$ cat config.mk
export PLATFORM = sky130hd
export DESIGN_NAME = hc194_ser_tx
export DESIGN_NICKNAME = d
export VERILOG_FILES = /design/src/rtl/hc194_pkg.sv /design/src/rtl/hc194_core.sv /design/src/rtl/hc194_ser_tx.sv
export SDC_FILE = /design/constraint.sdc
export NUM_CORES = 1
export LEC_CHECK = 0
export ABC_CLOCK_PERIOD_IN_PS = 1900
export CORE_UTILIZATION = 41
export DETAILED_ROUTE_END_ITERATION = 8
export PLACE_DENSITY = 0.75
export SLEW_MARGIN = 10
export SYNTH_ARGS = -nofsm -noshare
export SYNTH_HDL_FRONTEND = slang
export SYNTH_HIERARCHICAL = 1
export SYNTH_SLANG_ARGS = --single-unit
$ cat constraint.sdc
create_clock -name Clk -period 1.9 [get_ports Clk]
set_input_delay 0.38 -clock Clk [delete_from_list [all_inputs] [get_ports Clk]]
set_output_delay 0.38 -clock Clk [all_outputs]
set_load 0.01 [all_outputs]
$ cat src/rtl/hc194_pkg.sv
// hc194 shared constants: S-pin mode codes, sequencer states, transmit direction codes.
// Pure declarations, no logic and no handshake.
package hc194_pkg;

    localparam logic [1:0] MODE_HOLD = 2'b00;
    localparam logic [1:0] MODE_SR   = 2'b01;
    localparam logic [1:0] MODE_SL   = 2'b10;
    localparam logic [1:0] MODE_LOAD = 2'b11;

    typedef enum logic [1:0] {
        ST_IDLE   = 2'd0,
        ST_SHIFT  = 2'd1,
        ST_DONE   = 2'd2,
        ST_PARITY = 2'd3
    } state_t;

    localparam logic DIR_LSB_FIRST = 1'b0;
    localparam logic DIR_MSB_FIRST = 1'b1;

endpackage

$ cat src/rtl/hc194_core.sv
// HC194 universal shift register (hold / shift right / shift left / load) with async active-low clear.
// One-cycle latency: Q updates on the rising edge; there is no backpressure.
module hc194_core
    import hc194_pkg::*;
#(
    parameter int WIDTH = 4
) (
    input  logic             Clk,
    input  logic             R,
    input  logic [1:0]       mode,
    input  logic             DSR,
    input  logic             DSL,
    input  logic [WIDTH-1:0] D,
    output logic [WIDTH-1:0] Q
);

    logic [WIDTH-1:0] r_q;

    always_ff @(posedge Clk or negedge R) begin
        if (!R) begin
            r_q <= '0;
        end else begin
            case (mode)
                MODE_SR:   r_q <= {DSR, r_q[WIDTH-1:1]};
                MODE_SL:   r_q <= {r_q[WIDTH-2:0], DSL};
                MODE_LOAD: r_q <= D;
                default:   r_q <= r_q;
            endcase
        end
    end

    assign Q = r_q;

endmodule

$ cat src/rtl/hc194_ser_tx.sv
// HC194 shift register plus serial transmit sequencer: bit 0 of the frame appears one cycle after Start, Done follows the last bit.
// No backpressure; Start is honoured only in IDLE. Define HC194_SER_TX_PARITY_EN to append an even-parity bit.
module hc194_ser_tx
    import hc194_pkg::*;
#(
    parameter int WIDTH = 4
) (
    input  logic             Clk,
    input  logic             R,
    input  logic [1:0]       S,
    input  logic             DSR,
    input  logic             DSL,
    input  logic [WIDTH-1:0] D,
    input  logic             Start,
    input  logic             Dir,
    output logic [WIDTH-1:0] Q,
    output logic             Ser_Out,
    output logic             Ser_Valid,
    output logic             Busy,
    output logic             Done
);

    localparam int CNT_W = $clog2(WIDTH + 1);

    state_t           r_state;
    logic [CNT_W-1:0] r_cnt;
    logic             r_dir;
    logic [1:0]       w_mode;
    logic [WIDTH-1:0] w_q;
`ifdef HC194_SER_TX_PARITY_EN
    logic             r_parity;
`endif

    // The sequencer owns the core's mode pins whenever it is not idle.
    always_comb begin
        w_mode = MODE_HOLD;
        case (r_state)
            ST_IDLE:  w_mode = Start ? MODE_LOAD : S;
            ST_SHIFT: w_mode = (r_dir == DIR_MSB_FIRST) ? MODE_SL : MODE_SR;
            default:  w_mode = MODE_HOLD;
        endcase
    end

    hc194_core #(.WIDTH(WIDTH)) u_core (
        .Clk  (Clk),
        .R    (R),
        .mode (w_mode),
        .DSR  (DSR),
        .DSL  (DSL),
        .D    (D),
        .Q    (w_q)
    );

    always_ff @(posedge Clk or negedge R) begin
        if (!R) begin
            r_state  <= ST_IDLE;
            r_cnt    <= '0;
            r_dir    <= DIR_LSB_FIRST;
`ifdef HC194_SER_TX_PARITY_EN
            r_parity <= 1'b0;
`endif
        end else begin
            case (r_state)
                ST_IDLE: begin
                    if (Start) begin
                        r_state  <= ST_SHIFT;
                        r_cnt    <= '0;
                        r_dir    <= Dir;
`ifdef HC194_SER_TX_PARITY_EN
                        r_parity <= ^D;
`endif
                    end
                end
                ST_SHIFT: begin
                    r_cnt <= r_cnt + 1'b1;
                    if (r_cnt == CNT_W'(WIDTH - 1)) begin
`ifdef HC194_SER_TX_PARITY_EN
                        r_state <= ST_PARITY;
`else
                        r_state <= ST_DONE;
`endif
                    end
                end
`ifdef HC194_SER_TX_PARITY_EN
                ST_PARITY: r_state <= ST_DONE;
`endif
                default: r_state <= ST_IDLE;
            endcase
        end
    end

    always_comb begin
        Ser_Out = 1'b0;
        case (r_state)
            ST_SHIFT:  Ser_Out = (r_dir == DIR_MSB_FIRST) ? w_q[WIDTH-1] : w_q[0];
`ifdef HC194_SER_TX_PARITY_EN
            ST_PARITY: Ser_Out = r_parity;
`endif
            default:   Ser_Out = 1'b0;
        endcase
    end

    assign Q         = w_q;
    assign Busy      = (r_state == ST_SHIFT) || (r_state == ST_PARITY);
    assign Ser_Valid = Busy;
    assign Done      = (r_state == ST_DONE);

endmodule

==> results by group <==
Clock network
  – CTS tree: built
  – Cell chosen for the clock root: sky130_fd_sc_hd__clkbuf_4
  – Clk_lat worst skew: 0.27 ns
  – Number of buffers created by CTS: 3
  – Level count of the clock H-tree: 1
  – Num Clock Sinks: 10
  – Count of hold buffers inserted by post-cts repair: 0
  – Clock-pin slew of the registers on the worst-case setup and hold paths: 0.07 ns
  – Clock tree buffer depth: 2

Finish
  – Antenna diodes: 0
  – Fraction of layout cells with a size suffix above 1: 0.210
  – Filler Cells Inserted: 90
  – Post-layout util: 0.679
  – Synthesis-to-layout area growth: 46.5%
  – Final net count: 77

Routing
  – Residual DRC: 0
  – Routed length per instance: 16.5 um
  – Antenna violation net count after detailed routing: 0
  – Number of vias after detailed routing: 415
  – Post-detailed-route via-to-cell ratio: 5.46
  – Number of violations reported at the end of detailed-routing iteration 0: 4
  – Total wire length after detailed routing: 1260 um
  – First drt pass iteration count: 2

Outcome
  – Outcome: finished, final reports clean

Synth
  – Mapped Area: 543 um^2
  – Commonest cells in the synthesized netlist: 10 x sky130_fd_sc_hd__dfrtp_1, 4 x sky130_fd_sc_hd__mux4_1, 3 x sky130_fd_sc_hd__nor2b_1, 3 x sky130_fd_sc_hd__nor3_1, 2 x sky130_fd_sc_hd__ha_1
  – Gate count after technology mapping: 38
  – Post-synthesis register bit count: 10
  – Leading cell type by number of instances after synthesis: sky130_fd_sc_hd__dfrtp_1
  – Number of distinct standard cells referenced by the synthesized netlist: 21
  – Ys Warns: 6
  – Leading area contributor after synthesis: sky130_fd_sc_hd__dfrtp_1
  – Syn nets: 52
  – Mapped Avg Cell Area: 14.3 um^2
  – Number of synthesized flops with an enable pin: 0
  – Top cells by area, synth: sky130_fd_sc_hd__dfrtp_1 46%, sky130_fd_sc_hd__mux4_1 19%, sky130_fd_sc_hd__ha_1 4.6%
  – Proportion of synthesized flip-flops having asynchronous set or reset: 1.00
  – Sequential element share of the synthesized area: 0.461
  – Leading register cell type out of synthesis: sky130_fd_sc_hd__dfrtp_1
  – Fraction of synthesized cell area taken by the top area cell type: 0.461

Global route
  – Total congestion overflow after global routing: 0
  – Wire length of the first global-routing pass: 2010 um
  – Met3 layer usage reported by global route: 0.0407
  – Total global-route track usage: 0.220
  – Via count of the first global-routing pass: 448
  – Number of antenna violations at the first check in global routing: 0
  – Met2 track demand over resource in global routing: 0.360
  – Busiest metal layer after global routing: met2
  – Largest net degree at the start of global routing: 13
  – GR met1 Demand/Resource: 0.250

Timing
  – Number of slew-limit violations in the final report: 0
  – Hold violation total from the final report: 0
  – RSZ-0062 raised after global routing: no
  – Clock skew: 0.00572 ns
  – Worst slew margin relative to its limit: 0.695
  – Final number of setup-violating endpoints: 0
  – Final min period: 1.79 ns
  – Final worst path period share: 0.945
  – Post-route setup TNS: 0 ns
  – Pin slew with the least headroom to its limit: 0.456 ns
  – Final hold slack: 0.420 ns
  – Max Fclk: 557 MHz

Power
  – Sw Pwr: 0.454 mW
  – Switching power as a share of total power: 0.335
  – Power density relative to cell area: 1700 nW/um^2
  – Internal power contribution: 0.902 mW
  – Worst IR Drop VDD: 0.000927 V
  – Part of the power in registers: 0.327
  – Share of power burned in combinational logic: 0.529
  – Static leakage: 0.346 nW
  – Power share of the clock group: 0.143
  – Power consumption: 1.36 mW

Setup path
  – Critical Path End Type: primary output
  – Arrival time at the worst endpoint: 1.41 ns
  – Startpoint type of the worst setup path: flip-flop
  – Crit path max-delay cell type: sky130_fd_sc_hd__clkdlybuf4s50_1
  – Critical Path RT: 1.52 ns
  – Crit Path Max Fanout: 12
  – Worst path max stage delay: 0.54 ns
  – Series of cell instances along the critical path: nor2b_1 -> clkdlybuf4s50_1
  – Crit-path leading delay family: buffers and inverters
  – Crit Path Class: reg2out
  – Crit path buf inv count: 1

Floorplanning
  – Number of top-level pins: 20
  – Full die area: 1470 um^2
  – Initial Util: 0.464
  – Rows: 12
  – Core outline area: 1170 um^2
  – Die X: 38.4 um
  – Height of the die: 38.4 um

Placed design
  – # port buffers: 19
  – Global placement routability congestion: 0.802
  – DP HPWL: 1010 um

Job
  – Max Cap Viol: 0

Worst hold path
  – Hold Path Class: in2async
## final timing paths
| path | start | end | slack, ns | depth (start not counted) |
|---|---|---|---|---|
| max | r_state[0]$_DFFE_PN0P_ | Done | 0.11 | 2 |
| min in group Clk | r_cnt[1]$_DFFE_PN0P_ | r_cnt[1]$_DFFE_PN0P_ | 0.53 | 1 |
| min reg2reg | r_cnt[1]$_DFFE_PN0P_ | r_cnt[1]$_DFFE_PN0P_ | 0.53 | 1 |
| max reg2reg | r_state[0]$_DFFE_PN0P_ | u_core/Q[3]$_DFFE_PN0P_ | 0.25 | 3 |
| min | R | u_core/Q[2]$_DFFE_PN0P_ | 0.42 | 1 |
| max in group asynchronous | R | r_state[1]$_DFFE_PN0P_ | 1.13 | 1 |
## what timing repair did
item                       4_1_cts  5_1_grt
setup endpoints to repair        1        0
setup buffers                    0        0
gates resized for setup          3        0
## cells by family (layout without fill, tap and decap cells)
| logic type | after synthesis | count (layout) | synth area share |
|---|---|---|---|
| buffers and inverters | 4 | 28 | 0.0484 |
| AOI/OAI and AO/OA | 5 | 5 | 0.0760 |
| DFF | 10 | 10 | 0.461 |
| and+or+nand+nor | 10 | 10 | 0.115 |
| muxes | 7 | 7 | 0.253 |
| adders and majority gates | 2 | 2 | 0.0461 |
## worst reg2reg max path, delay by kind of cell (launching register included)
kind	cells	cell delay [ns]
compound gates	1	0.27
buf+inv	1	0.17
flops	1	0.49
mux	1	0.58
## cells in the final DEF (no fill, tap or decap)
master and instances:
sky130_fd_sc_hd__a211oi_1 1, sky130_fd_sc_hd__a21oi_1 1, sky130_fd_sc_hd__a22o_1 1, sky130_fd_sc_hd__and2_1 1
sky130_fd_sc_hd__buf_4 4, sky130_fd_sc_hd__clkbuf_4 3, sky130_fd_sc_hd__clkbuf_8 1, sky130_fd_sc_hd__clkdlybuf4s50_1 18
sky130_fd_sc_hd__dfrtp_1 8, sky130_fd_sc_hd__dfrtp_2 2, sky130_fd_sc_hd__dlygate4sd2_1 1, sky130_fd_sc_hd__ha_1 2
sky130_fd_sc_hd__inv_1 1, sky130_fd_sc_hd__mux2_1 1, sky130_fd_sc_hd__mux2_2 1, sky130_fd_sc_hd__mux2i_1 1
sky130_fd_sc_hd__mux4_1 4, sky130_fd_sc_hd__nand2b_1 1, sky130_fd_sc_hd__nor2_1 1, sky130_fd_sc_hd__nor2b_1 3
sky130_fd_sc_hd__nor3_1 3, sky130_fd_sc_hd__nor3b_2 1, sky130_fd_sc_hd__o21bai_2 1, sky130_fd_sc_hd__o2bb2ai_1 1
## power by group through the flow
| stage | sequential, mW | clock (mW) | combinational [mW] |
|---|---|---|---|
| 5_1_grt | 0.462 | 0.212 | 0.774 |
| 6_report | 0.444 | 0.195 | 0.718 |
| 3_5_place_dp | 0.444 | 0 | 0.731 |
| 3_3_place_gp | 0.430 | 0 | 0.700 |
| 4_1_cts | 0.443 | 0.203 | 0.726 |
| 2_1_floorplan | 0.415 | 0 | 0.439 |
## sequential cells by signal, summed over array words and instances, names as in the netlist
name      cells
u_core/Q      4
r_dir         1
r_state       2
r_cnt         3
## per-layer routing
layer	part of all wire	vias to the layer above
met5	0	-
met4	0.045	0
met3	0.050	6
met2	0.50	15
met1	0.40	201
li1	-	193
## through the flow
step           worst slack, ns  instances  area, um^2
6_report                 0.105         76         796
5_1_grt                 0.0333         76         796
4_1_cts                 0.0930         76         796
3_5_place_dp            -0.172         72         758
3_3_place_gp            -0.104         72         758
2_1_floorplan            0.216         38         543
## layout make-up
class	count	area, um^2	area share
multi-input combinational	24	267	0.335
inverter	1	3.75	0.00472
sequential	10	253	0.318
timing repair buffer	23	219	0.275
clock buffer	4	36.3	0.0456
tap	14	17.5	0.0220
No activity file was read; power rests on OpenSTA's default activity.
